===== config.mk =====
export PLATFORM = sky130hd
export DESIGN_NAME = bus_ram_arb_flat
export DESIGN_NICKNAME = d
export VERILOG_FILES = /design/src/rtl/bus_pkg.sv /design/src/rtl/bus_ram_arb_if.sv /design/src/rtl/rr_arbiter.sv /design/src/rtl/bus_ram_arb.sv /design/src/flat_wrapper.sv
export SDC_FILE = /design/constraint.sdc
export NUM_CORES = 1
export LEC_CHECK = 0
export BUFFER_PORTS_ARGS = -buffer_cell sky130_fd_sc_hd__clkbuf_2
export CAP_MARGIN = 25
export CORE_MARGIN = 2
export CORE_UTILIZATION = 40
export DETAILED_ROUTE_END_ITERATION = 6
export PLACE_DENSITY = 0.61
export REMOVE_ABC_BUFFERS = 1
export SLEW_MARGIN = 5
export SYNTH_ARGS = -nofsm -noshare
export SYNTH_HDL_FRONTEND = slang
export SYNTH_SLANG_ARGS = --single-unit

===== constraint.sdc =====
create_clock -name clk -period 2.4 [get_ports clk]
set_input_delay 0.24 -clock clk [delete_from_list [all_inputs] [get_ports clk]]
set_output_delay 0.24 -clock clk [all_outputs]
set_load 0.02 [all_outputs]

===== src/rtl/bus_pkg.sv =====
// bus_pkg -- shared constants and helpers for the bus_ram_arb slice.
//
// Contents:
//   DEF_DATA_W / DEF_ADDR_W / DEF_N_CH  default parameter values
//   MAX_CH / CH_IDX_W                   upper bound on channels and index width
//   rr_grant()       one-hot rotate-priority grant; the search starts one past 'last'
//   onehot_to_idx()  binary index of a one-hot vector
package bus_pkg;

    localparam int DEF_DATA_W = 4;
    localparam int DEF_ADDR_W = 4;
    localparam int DEF_N_CH   = 2;

    // Channel count is bounded at 8, so helpers work on fixed 8-bit vectors.
    // Callers zero-extend their request vectors to this width.
    localparam int MAX_CH   = 8;
    localparam int CH_IDX_W = 3;

    // Round-robin pick: visit channels (last+1) mod n, (last+2) mod n, ...
    // and grant the first one that is requesting. Only the first n bits are
    // considered. The result is all-zero when no considered bit is set.
    function automatic logic [MAX_CH-1:0] rr_grant(
        input logic [MAX_CH-1:0]   req,
        input logic [CH_IDX_W-1:0] last,
        input int                  n
    );
        logic [MAX_CH-1:0]   g;
        logic                found;
        logic [CH_IDX_W-1:0] idx;
        g     = '0;
        found = 1'b0;
        for (int k = 1; k <= MAX_CH; k++) begin
            idx = CH_IDX_W'((int'(last) + k) % n);
            if ((k <= n) && !found && req[idx]) begin
                g[idx] = 1'b1;
                found  = 1'b1;
            end
        end
        return g;
    endfunction

    function automatic logic [CH_IDX_W-1:0] onehot_to_idx(input logic [MAX_CH-1:0] oh);
        logic [CH_IDX_W-1:0] idx;
        idx = '0;
        for (int i = 0; i < MAX_CH; i++) begin
            if (oh[i]) begin
                idx = idx | CH_IDX_W'(i);
            end
        end
        return idx;
    endfunction

endpackage


===== src/rtl/bus_ram_arb_if.sv =====
// bus_ram_arb_if -- channel-side bundle of the shared RAM.
//
// Signals (N_CH channels packed side by side, channel i at [i*W +: W]):
//   req    per-channel request
//   wen    per-channel write enable (1 write, 0 read)
//   addr   per-channel address, ADDR_W bits each
//   wdata  per-channel write data, DATA_W bits each
//   gnt    one-hot grant back to the channels
//   rvalid one-hot pulse, rdata valid for that channel
//   rdata  shared registered read data
//
// Handshake: req acts as valid and gnt as ready. A channel raises req with
// wen/addr/wdata and holds all four unchanged until a rising edge at which
// its gnt bit is high; that edge completes the transfer and the channel may
// change or drop its request in the following cycle. A read completed at
// edge k shows its data on rdata with rvalid[i] high from edge k to k+1.
//
// Modports: master = requesting channels, slave = bus_ram_arb.
interface bus_ram_arb_if
    import bus_pkg::*;
#(
    parameter int DATA_W = DEF_DATA_W,
    parameter int ADDR_W = DEF_ADDR_W,
    parameter int N_CH   = DEF_N_CH
) ();

    logic [N_CH-1:0]        req;
    logic [N_CH-1:0]        wen;
    logic [N_CH*ADDR_W-1:0] addr;
    logic [N_CH*DATA_W-1:0] wdata;
    logic [N_CH-1:0]        gnt;
    logic [N_CH-1:0]        rvalid;
    logic [DATA_W-1:0]      rdata;

    modport master (
        output req, wen, addr, wdata,
        input  gnt, rvalid, rdata
    );

    modport slave (
        input  req, wen, addr, wdata,
        output gnt, rvalid, rdata
    );

endinterface


===== src/rtl/rr_arbiter.sv =====
// rr_arbiter -- round-robin arbiter for up to 8 channels.
//
// Ports:
//   clk  rising-edge clock
//   clr  asynchronous active-low clear
//   req  per-channel request, N_CH bits
//   gnt  one-hot grant, combinational from req and the last-granted pointer
//
// The pointer resets to N_CH-1 so that channel 0 is searched first after
// clear. It only moves on edges where a grant is actually issued, so an
// idle cycle does not disturb fairness.
module rr_arbiter
    import bus_pkg::*;
#(
    parameter int N_CH = DEF_N_CH
) (
    input  logic            clk,
    input  logic            clr,
    input  logic [N_CH-1:0] req,
    output logic [N_CH-1:0] gnt
);

    logic [CH_IDX_W-1:0] last_granted;
    logic [MAX_CH-1:0]   req_ext;
    logic [MAX_CH-1:0]   gnt_ext;
    logic                unused_gnt_hi;

    always_comb begin
        req_ext            = '0;
        req_ext[N_CH-1:0]  = req;
        gnt_ext            = rr_grant(req_ext, last_granted, N_CH);
        // Grants are suppressed while clear is held, independent of the clock.
        gnt                = clr ? gnt_ext[N_CH-1:0] : '0;
    end

    // Bits above N_CH are always zero; folded here so they are not left dangling.
    assign unused_gnt_hi = ^gnt_ext;

    always_ff @(posedge clk or negedge clr) begin
        if (!clr) begin
            last_granted <= CH_IDX_W'(N_CH - 1);
        end else if (|gnt) begin
            last_granted <= onehot_to_idx(gnt_ext);
        end
    end

    a_gnt_onehot: assert property (@(posedge clk) disable iff (!clr) $onehot0(gnt));
    a_gnt_subset: assert property (@(posedge clk) disable iff (!clr) ((gnt & ~req) == '0));

endmodule


===== src/rtl/bus_ram_arb.sv =====
// bus_ram_arb -- N_CH channels sharing one single-port RAM through a
// round-robin arbiter.
//
// Parameters: DATA_W word width, ADDR_W address width (2**ADDR_W words),
//             N_CH channel count (1..8).
// Ports:
//   clk  rising-edge clock
//   clr  asynchronous active-low clear: wipes the RAM, rdata, rvalid and
//        the arbiter pointer, and forces gnt low
//   bus  slave side of bus_ram_arb_if (req/wen/addr/wdata in, gnt/rvalid/rdata out)
//
// One transfer completes per edge: the granted channel either writes its
// word or loads rdata from the addressed word. The RAM is built from
// resettable registers so that clear really leaves every word at zero.
module bus_ram_arb
    import bus_pkg::*;
#(
    parameter int DATA_W = DEF_DATA_W,
    parameter int ADDR_W = DEF_ADDR_W,
    parameter int N_CH   = DEF_N_CH
) (
    input  logic          clk,
    input  logic          clr,
    bus_ram_arb_if.slave  bus
);

    localparam int DEPTH = 1 << ADDR_W;

    logic [N_CH-1:0]   gnt;
    logic [DATA_W-1:0] mem [DEPTH];
    logic [DATA_W-1:0] rdata_q;
    logic [N_CH-1:0]   rvalid_q;

    // Selected channel's request fields.
    logic              sel_any;
    logic              sel_wen;
    logic [ADDR_W-1:0] sel_addr;
    logic [DATA_W-1:0] sel_wdata;

    rr_arbiter #(
        .N_CH (N_CH)
    ) u_arb (
        .clk (clk),
        .clr (clr),
        .req (bus.req),
        .gnt (gnt)
    );

    // gnt is one-hot, so OR-ing the granted lanes is a plain mux.
    always_comb begin
        sel_any   = |gnt;
        sel_wen   = 1'b0;
        sel_addr  = '0;
        sel_wdata = '0;
        for (int i = 0; i < N_CH; i++) begin
            if (gnt[i]) begin
                sel_wen   = sel_wen   | bus.wen[i];
                sel_addr  = sel_addr  | bus.addr[i*ADDR_W +: ADDR_W];
                sel_wdata = sel_wdata | bus.wdata[i*DATA_W +: DATA_W];
            end
        end
    end

    always_ff @(posedge clk or negedge clr) begin
        if (!clr) begin
            for (int d = 0; d < DEPTH; d++) begin
                mem[d] <= '0;
            end
        end else if (sel_any && sel_wen) begin
            mem[sel_addr] <= sel_wdata;
        end
    end

    // rvalid mirrors the grant of a completed read for exactly one cycle;
    // rdata is only reloaded by a read, so it holds across writes and idles.
    always_ff @(posedge clk or negedge clr) begin
        if (!clr) begin
            rvalid_q <= '0;
            rdata_q  <= '0;
        end else begin
            if (sel_any && !sel_wen) begin
                rvalid_q <= gnt;
                rdata_q  <= mem[sel_addr];
            end else begin
                rvalid_q <= '0;
            end
        end
    end

    assign bus.gnt    = gnt;
    assign bus.rvalid = rvalid_q;
    assign bus.rdata  = rdata_q;

endmodule


===== src/flat_wrapper.sv =====
// flat-port wrapper written by rule: the top's interface ports become plain ports
module bus_ram_arb_flat import bus_pkg::*;
#(
    parameter int DATA_W = DEF_DATA_W,
    parameter int ADDR_W = DEF_ADDR_W,
    parameter int N_CH   = DEF_N_CH
)
  (clk, clr, bus_req, bus_wen, bus_addr, bus_wdata, bus_gnt, bus_rvalid, bus_rdata);
  bus_ram_arb_if #(.DATA_W(DATA_W), .ADDR_W(ADDR_W), .N_CH(N_CH)) bus_i ();
  input  logic clk;
  input  logic clr;
  input wire logic [$bits(bus_i.req)-1:0] bus_req;
  input wire logic [$bits(bus_i.wen)-1:0] bus_wen;
  input wire logic [$bits(bus_i.addr)-1:0] bus_addr;
  input wire logic [$bits(bus_i.wdata)-1:0] bus_wdata;
  output wire logic [$bits(bus_i.gnt)-1:0] bus_gnt;
  output wire logic [$bits(bus_i.rvalid)-1:0] bus_rvalid;
  output wire logic [$bits(bus_i.rdata)-1:0] bus_rdata;
  assign bus_i.req = bus_req;
  assign bus_i.wen = bus_wen;
  assign bus_i.addr = bus_addr;
  assign bus_i.wdata = bus_wdata;
  assign bus_gnt = bus_i.gnt;
  assign bus_rvalid = bus_i.rvalid;
  assign bus_rdata = bus_i.rdata;
  bus_ram_arb #(.DATA_W(DATA_W), .ADDR_W(ADDR_W), .N_CH(N_CH)) u_core (.clk(clk), .clr(clr), .bus(bus_i));
endmodule

==> results of run 1 <==
==> cell families after synthesis <==
kind of cell / count (synthesis) / share of synthesized area (%)
multiplexers: 65 / 20.6
flip-flops: 71 / 49.9
AND/OR/NAND/NOR: 79 / 11.8
buffers and inverters: 20 / 3.13
AO/OA/AOI/OAI: 62 / 14.5
==> power by group through the flow <==
stage	combinational, W	clock [W]	sequential, W
finish	0.000475	0.000810	0.00138
global route	0.000524	0.000887	0.00139
CTS	0.000476	0.000843	0.00138
detailed placement	0.000474	0	0.00140
global placement	0.000466	0	0.00140
floorplan	0.000263	0	0.00139
==> critical path: stages (launching register included) <==
cell and delay (ns):
dfstp_2 0.58, nand2b_4 0.16, a32o_2 0.31, and2_1 0.26
and3_1 0.33, and2_2 0.25, mux2_2 0.34
==> final cells by class <==
cell class	instances	share of cell area [%]
sequential	71	43.7
timing repair buffer	48	7.82
clock buffer	14	3.75
clock inverter	2	0.246
tap	108	3.32
multi-input combinational	206	41.1
==> Yosys cell counts, types with 2 or more instances <==
master,instances,share of area (%)
a211o_1,2,0.49
a211oi_1,15,3.2
a21boi_0,4,0.84
a21boi_1,4,0.84
a21oi_1,2,0.28
a22o_1,4,0.98
a311oi_1,6,1.5
a32o_2,2,0.63
a32oi_1,3,0.74
and2_1,5,0.88
and3_1,29,5.1
buf_2,5,0.70
buf_4,2,0.42
buf_6,3,0.95
clkbuf_1,10,1.1
dfrtp_1,70,49
mux2_1,9,2.8
mux2_2,56,18
nand2_1,30,3.2
nand2b_1,2,0.35
nor2_1,5,0.53
nor2b_1,3,0.53
o221ai_1,3,0.74
o311ai_0,5,1.2
o311ai_1,3,0.74
o32a_1,3,0.84
==> metal layers <==
metal | vias to the layer above | GRT usage (%) | wire (um)
met5 | - | 0 | 0
met4 | 0 | 4.53 | 80
met3 | 7 | 4.22 | 511
met2 | 84 | 28.3 | 4000
met1 | 1266 | 27.3 | 3990
li1 | 1197 | - | -
==> registers in the layout, summed over array words and instances, names as in the netlist <==
name                       count
u_core.mem                    64
u_core.u_arb.last_granted      1
u_core.bus.rvalid              2
u_core.bus.rdata               4
==> worst paths after layout <==
kind / from / endpoint / slack [ns] / depth (start not counted)
max: u_core.u_arb.last_granted[0] / u_core.mem[51] / 0.06 / 6
min: bus_req[0] / u_core.u_arb.last_granted[0] / 0.20 / 2
max reg2reg: u_core.u_arb.last_granted[0] / u_core.mem[51] / 0.06 / 6
min reg2reg: u_core.mem[41] / u_core.mem[41] / 0.50 / 1
max in group asynchronous: clr / u_core.mem[20] / 1.46 / 3
min in group asynchronous: clr / u_core.mem[50] / 0.36 / 2
==> stage by stage <==
step | hold WS [ns] | TNS, ns | cell area [um^2]
global placement | 0.190 | 0 | 3890
global route | 0.221 | -0.198 | 4070
finish | 0.201 | 0 | 4070
detailed placement | 0.194 | 0 | 3890
floorplan | -0.0556 | 0 | 3450
CTS | 0.182 | 0 | 4070
==> what timing repair did <==
action / in CTS / in global routing
endpoints found under the setup margin: 0 / 16
endpoints found under the hold margin: 12 / 0
resized for setup: 0 / 3
hold buffers: 1 / 0
==> flow_metrics.tcl, run 1 <==
set metrics [dict create \
    p_comb_share_pct 17.8 \
    cts_htree_levels 3 \
    drive_gt1_share_pct 36.7 \
    internal_power_w 0.00193 \
    first_pass_iters 4 \
    power_switching_w 0.000737 \
    post-route-util_pct 46.9 \
    drt_wl_total_um 8580 \
    ioPinCount 30 \
    clkLatencyLatePin_ns 0.34 \
    drt-initial-drc-count 164 \
    yosysSeqAreaShare_pct 49.9 \
    gp_congestion 0.820 \
    hold_viol_final 0 \
    min_path_type "input pin to flop" \
    cts_root_buf "clkbuf_8" \
    regArea_um2 1780 \
    num_rows 34 \
    postCtsSetupBuffers 0 \
    setup_viol 0 \
    grt_pass1_vias 2501 \
    area_delta_synth_final_pct 14.2 \
    outcome "complete, no violations" \
    avgSynthCellArea_um2 12.0 \
    synth_flop_cell "dfrtp_1" \
    drc 0 \
    dpl.hpwl_um 6000 \
    finClkSkew_ns 0.0119 \
    tightest_slew_ns 0.462 \
    maxSlewViolCount 0 \
    rsz0062_at_grt "true" \
    p_leak_nw 2.02 \
    synth.distinct_cells 38 \
    via_per_inst 5.69 \
    diodes 0 \
    core_region_area_um2 8680 \
    final_common_cell "dfrtp_1" \
    final_cell_mix "dfrtp_1, mux2_2, nand2_1" \
    power_w 0.00266 \
    fp.dieH_um 98.4 \
    max-vdd-ir-drop_mv 0.409 \
    fin_crit_sh_pct 97.3 \
    nets 358 \
    crit_fanout 8 \
    seqPwrFrac_pct 51.7 \
    fill_cells 818 \
    wl_per_cell_um 19.1 \
    swShare_pct 27.7 \
    placed_cells 432 \
    cts_tree "yes" \
    worst_slack_ns 0.0644 \
    cp-start-kind "flop" \
    die_x_um 98.4 \
    postSynth.asyncResetShare_pct 100 \
    gr-total-overflow 0 \
    drv_cap 0 \
    fin_cells 449 \
    pre_cts_slack_ns 0.0302 \
    worst_ep_required_time_ns 2.62 \
    clkSlewWorstSetupHoldPaths_ns 0.07 \
    clock_sinks 71 \
    grt_max_degree 53 \
    numCtsBuffers 9 \
    fmax_mhz 428 \
    synth_edf_count 0 \
    cp.arrival_ns 2.56 \
    synth_cells 297 \
    p_clk_share_pct 30.4 \
    routed-via-count 2554 \
    critPathKind "flop to flop" \
    track_usage_pct 18.6 \
    antenna_found_initial 0 \
    yosys_register_bits 71 \
    start_util_pct 41.0 \
    io_buffers 29 \
    yosys_warnings 0 \
    syn-cell-area_um2 3560 \
    endpoint_kind "flop" \
    dieArea_um2 9670 \
    grt_first_pass_wirelength_um 13900 \
    ant_nets 0 \
    relSlewSlack_pct 69.2 \
    fin_crit_ns 2.34 \
    multiInputGateArea_um2 1670 \
    power.density_nw_per_um2 655 \
    clk_path_buf_depth 2 \
]
Power figures use the tool's default switching activity.
==> run 2: changes to the inputs <==
--- a/config.mk
+++ b/config.mk
@@ -10,7 +10,7 @@
 export CORE_MARGIN = 2
 export CORE_UTILIZATION = 40
 export DETAILED_ROUTE_END_ITERATION = 6
-export PLACE_DENSITY = 0.61
+export PLACE_DENSITY = 0.63
 export REMOVE_ABC_BUFFERS = 1
 export SLEW_MARGIN = 5
 export SYNTH_ARGS = -nofsm -noshare
==> constraint.sdc (replaced) <==
create_clock -name clk -period 2 [get_ports clk]
set_input_delay 0.2 -clock clk [delete_from_list [all_inputs] [get_ports clk]]
set_output_delay 0.2 -clock clk [all_outputs]
set_load 0.02 [all_outputs]
==> flow_metrics.tcl, run 2 (same netlist as run 1, synthesis figures left out) <==
set metrics [dict create \
    cts_htree_levels 3 \
    fill_cells 672 \
    via_per_inst 5.90 \
    drt-initial-drc-count 94 \
    clkSlewWorstSetupHoldPaths_ns 0.08 \
    wl_per_cell_um 21.0 \
    fp.dieH_um 98.4 \
    setup_tns_ns -8.49 \
    fin_crit_ns 2.21 \
    pre_cts_slack_ns -0.323 \
    first_pass_iters 4 \
    cts_tree "yes" \
    drive_gt1_share_pct 58.8 \
    drt_wl_total_um 10200 \
    grt_first_pass_wirelength_um 16300 \
    worst_ep_required_time_ns 2.24 \
    fmax_mhz 452 \
    fin_cells 487 \
    endpoint_kind "flop" \
    dpl_cell_area_um2 4180 \
    dpl.hpwl_um 6420 \
    grt_max_degree 36 \
    ant_nets 0 \
    startpoint "u_core.u_arb.last_granted[0]" \
    fin_area_um2 5080 \
    worst_slack_ns -0.211 \
    failed_checks "negative setup slack" \
    crit_fanout 5 \
    rr_startpoint "u_core.u_arb.last_granted[0]" \
    start_util_pct 41.0 \
    dieArea_um2 9670 \
    rsz0062_at_grt "true" \
    numCtsBuffers 9 \
    p_clk_share_pct 32.2 \
    internal_power_w 0.00266 \
    outcome "finished with violations" \
    worstHoldStart "bus_req[1]" \
    clock_sinks 71 \
    routed-via-count 2875 \
    power_switching_w 0.00110 \
    clkLatencyLatePin_ns 0.35 \
    tightest_slew_ns 0.427 \
    relSlewSlack_pct 71.3 \
    p_comb_share_pct 23.7 \
    fin_crit_sh_pct 111 \
    antenna_found_initial 0 \
    min_path_type "input pin to flop" \
    setup_viol 68 \
    placed_cells 457 \
    cts_root_buf "clkbuf_8" \
    nets 396 \
    drc 0 \
    diodes 0 \
    gr-total-overflow 0 \
    gp_congestion 0.843 \
    grt_pass1_vias 2959 \
    io_buffers 29 \
    critPathKind "flop to flop" \
    cp-start-kind "flop" \
    hold_ws_ns 0.174 \
    core_region_area_um2 8680 \
    final_common_cell "dfrtp_1" \
    p_leak_nw 2.46 \
    num_rows 34 \
    power.density_nw_per_um2 741 \
    seqPwrFrac_pct 44.0 \
    hold_viol_final 0 \
    drv_cap 0 \
    clk_path_buf_depth 2 \
    finClkSkew_ns 0.0114 \
    max-vdd-ir-drop_mv 0.343 \
    maxSlewViolCount 0 \
    largest_register_ffs 64 \
    final_cell_mix "dfrtp_1, mux2_2, buf_4" \
    cp.arrival_ns 2.45 \
    track_usage_pct 21.6 \
    die_x_um 98.4 \
    area_delta_synth_final_pct 42.6 \
    ioPinCount 30 \
    regMostFlops "u_core.mem" \
    swShare_pct 29.2 \
]
## run 2: timing repair
item                                    CTS  global route
setup buffers                             8             5
endpoints found under the hold margin     8             0
pin swaps                                17            13
gates resized for setup                  86            30
hold buffers                              1             0
endpoints found under the setup margin   68            68
gates cloned                              2             2
## run 2: power by group through the flow
stage               logic (W)  registers (W)  clock network [W]
finish               0.000891        0.00166            0.00121
detailed placement   0.000681        0.00167                  0
CTS                  0.000807        0.00165            0.00124
floorplan            0.000315        0.00167                  0
global placement     0.000666        0.00167                  0
global route         0.000950        0.00167            0.00128
## run 2: worst paths after layout
check / end / slack, ns / depth (start not counted)
max: u_core.bus.rdata[3] / -0.21 / 7
min: u_core.u_arb.last_granted[0] / 0.17 / 3
max reg2reg: u_core.bus.rdata[3] / -0.21 / 7
min reg2reg: u_core.mem[41] / 0.49 / 1
max in group asynchronous: u_core.mem[36] / 1.05 / 4
min in group asynchronous: u_core.mem[53] / 0.29 / 2
## run 2: through the flow
step | total power [W] | util (%)
6_report | 0.00376 | 58.5
2_1_floorplan | 0.00198 | -
4_1_cts | 0.00370 | 56.2
3_5_place_dp | 0.00236 | 48.2
3_3_place_gp | 0.00234 | 48.2
5_1_grt | 0.00390 | 58.5
## run 2: routing by layer
metal	up-vias	GRT usage (%)	routed length (um)	part of all wire (%)
met3	14	3.79	377	3.7
met2	93	34.3	4970	49
met4	0	7.38	192	1.9
li1	1291	-	-	-
met5	-	0	0	0
met1	1477	30.1	4690	46
## run 2: cell type report
class                           instances  area, um^2  share of cell area [%]
Clock inverter                          5        63.8                    1.26
Sequential cell                        71        1780                    35.0
Clock buffer                           11         151                    2.98
Tap cell                              108         135                    2.66
Timing Repair Buffer                   84         768                    15.1
Multi-Input combinational cell        208        2180                    42.9
## run 2: critical path, cell delays in order, from the launching register on
cell      delay (ns)
dfstp_2         0.57
a21boi_4        0.07
buf_6           0.12
a32o_2          0.28
and2_4          0.23
o311ai_4        0.32
o221ai_2        0.18
o32a_1          0.35
==> run 3: changes to the inputs <==
--- a/config.mk
+++ b/config.mk
@@ -10,6 +10,7 @@
 export CORE_MARGIN = 2
 export CORE_UTILIZATION = 40
 export DETAILED_ROUTE_END_ITERATION = 6
+export GPL_TIMING_DRIVEN = 0
 export PLACE_DENSITY = 0.63
 export REMOVE_ABC_BUFFERS = 1
 export SLEW_MARGIN = 5
==> flow_metrics.tcl, run 3 (same netlist as run 1, synthesis figures left out) <==
set metrics [dict create \
    core_region_area_um2 8680 \
    fp.dieH_um 98.4 \
    die_x_um 98.4 \
    num_rows 34 \
    power.density_nw_per_um2 784 \
    cts_tree "yes" \
    critPathKind "flop to flop" \
    clkSlewWorstSetupHoldPaths_ns 0.08 \
    ioPinCount 30 \
    nets 368 \
    gp_congestion 0.759 \
    fin_cells 459 \
    maxSlewViolCount 0 \
    fmax_mhz 441 \
    antenna_found_initial 0 \
    tightest_slew_ns 0.426 \
    clkLatencyLatePin_ns 0.36 \
    routed-via-count 2842 \
    min_path_type "input pin to asynchronous set/reset pin" \
    dpl.hpwl_um 5340 \
    cp-start-kind "flop" \
    track_usage_pct 20.9 \
    multiInputGateArea_um2 2240 \
    hold_viol_final 0 \
    diodes 0 \
    fin_crit_sh_pct 113 \
    clock_sinks 71 \
    dieArea_um2 9670 \
    crit_buf_inv 0 \
    cts_root_buf "clkbuf_8" \
    final_common_cell "dfrtp_1" \
    failed_checks "negative setup slack" \
    ant_nets 0 \
    grt_max_degree 64 \
    critPathTopFamily "simple AND/OR/NAND/NOR gates" \
    setup_viol 68 \
    finClkSkew_ns 0.0126 \
    relSlewSlack_pct 71.6 \
    drive_gt1_share_pct 55.3 \
    via_per_inst 6.19 \
    largest_register_ffs 64 \
    grt_first_pass_wirelength_um 15600 \
    gr-total-overflow 0 \
    wl_per_cell_um 22.3 \
    regMostFlops "u_core.mem" \
    start_util_pct 41.0 \
    worst_slack_ns -0.268 \
    drc 0 \
    clk_path_buf_depth 2 \
    crit_fanout 9 \
    drv_cap 0 \
    cts_htree_levels 3 \
    final_cell_mix "dfrtp_1, mux2_2, mux2_4" \
    fill_cells 720 \
    drt_wl_total_um 10200 \
    outcome "finished with violations" \
    io_buffers 29 \
    max-vdd-ir-drop_mv 0.293 \
    cp.arrival_ns 2.51 \
    drt-initial-drc-count 180 \
    fin_crit_ns 2.27 \
    p_leak_nw 2.37 \
    placed_cells 415 \
    path_cells "a21boi_4 > a32oi_1 > nor2b_4 > nor2_2 > and2_4 > mux2_4" \
    worst_ep_required_time_ns 2.24 \
    rsz0062_at_grt "true" \
    area_delta_synth_final_pct 32.8 \
    grt_pass1_vias 2825 \
    first_pass_iters 4 \
    power_w 0.00371 \
    endpoint_kind "flop" \
    numCtsBuffers 9 \
    regArea_um2 1780 \
    cpPeakStageDelay_ns 0.58 \
    cpMaxStageDelayCell "dfstp_2" \
]
==> run 3: cell type report <==
type                            instances  share of cell area [%]
Sequential cell                        71                    37.6
Multi-Input combinational cell        214                    47.4
Clock inverter                          4                    1.48
Clock buffer                           12                    2.86
Timing Repair Buffer                   50                    7.75
Tap cell                              108                    2.86
==> run 3: power by group <==
part	switching, W	total [W]	leakage [nW]	internal [W]
logic	0.000441	0.000810	1.30	0.000369
registers	0.0000792	0.00165	0.967	0.00157
clock network	0.000549	0.00125	0.104	0.000700
==> run 3: layer usage <==
layer	part of all wire (%)	track usage [%]	wire, um
met5	0	0	0
met4	4.0	8.96	413
met3	5.8	3.44	592
met2	46	31.4	4660
met1	45	29.9	4560
==> run 3: repair_timing <==
action                                 CTS  global route
endpoints found under the hold margin   27             0
gates cloned                             4             4
pin swaps                                6             3
setup endpoints to repair               68            68
buffers inserted                        14             5
hold buffers                             1             0
resized for setup                       72            50
==> run 3: metrics by stage <==
stage / area (um^2) / setup WS [ns] / util, % / TNS [ns] / hold slack [ns]
CTS: 4430 / -0.213 / 51.1 / -10.16 / 0.0397
global route: 4730 / -0.304 / 54.5 / -14.89 / 0.0892
detailed placement: 3760 / -0.883 / 43.3 / -46.33 / 0.272
finish: 4730 / -0.268 / 54.5 / -11.50 / 0.0713
floorplan: 3450 / -0.358 / - / -11.32 / -0.0956
global placement: 3730 / -1.90 / 43.0 / -150.99 / 0.468
==> run 3: final timing paths <==
check	startpoint	to	slack [ns]	cells past startpoint
max	u_core.u_arb.last_granted[0]	u_core.mem[51]	-0.27	6
min	clr	u_core.u_arb.last_granted[0]	0.07	1
max reg2reg	u_core.u_arb.last_granted[0]	u_core.mem[51]	-0.27	6
min reg2reg	u_core.mem[33]	u_core.mem[33]	0.49	1
max in group asynchronous	clr	u_core.mem[3]	1.55	2
min in group clk	bus_req[1]	u_core.u_arb.last_granted[0]	0.19	3
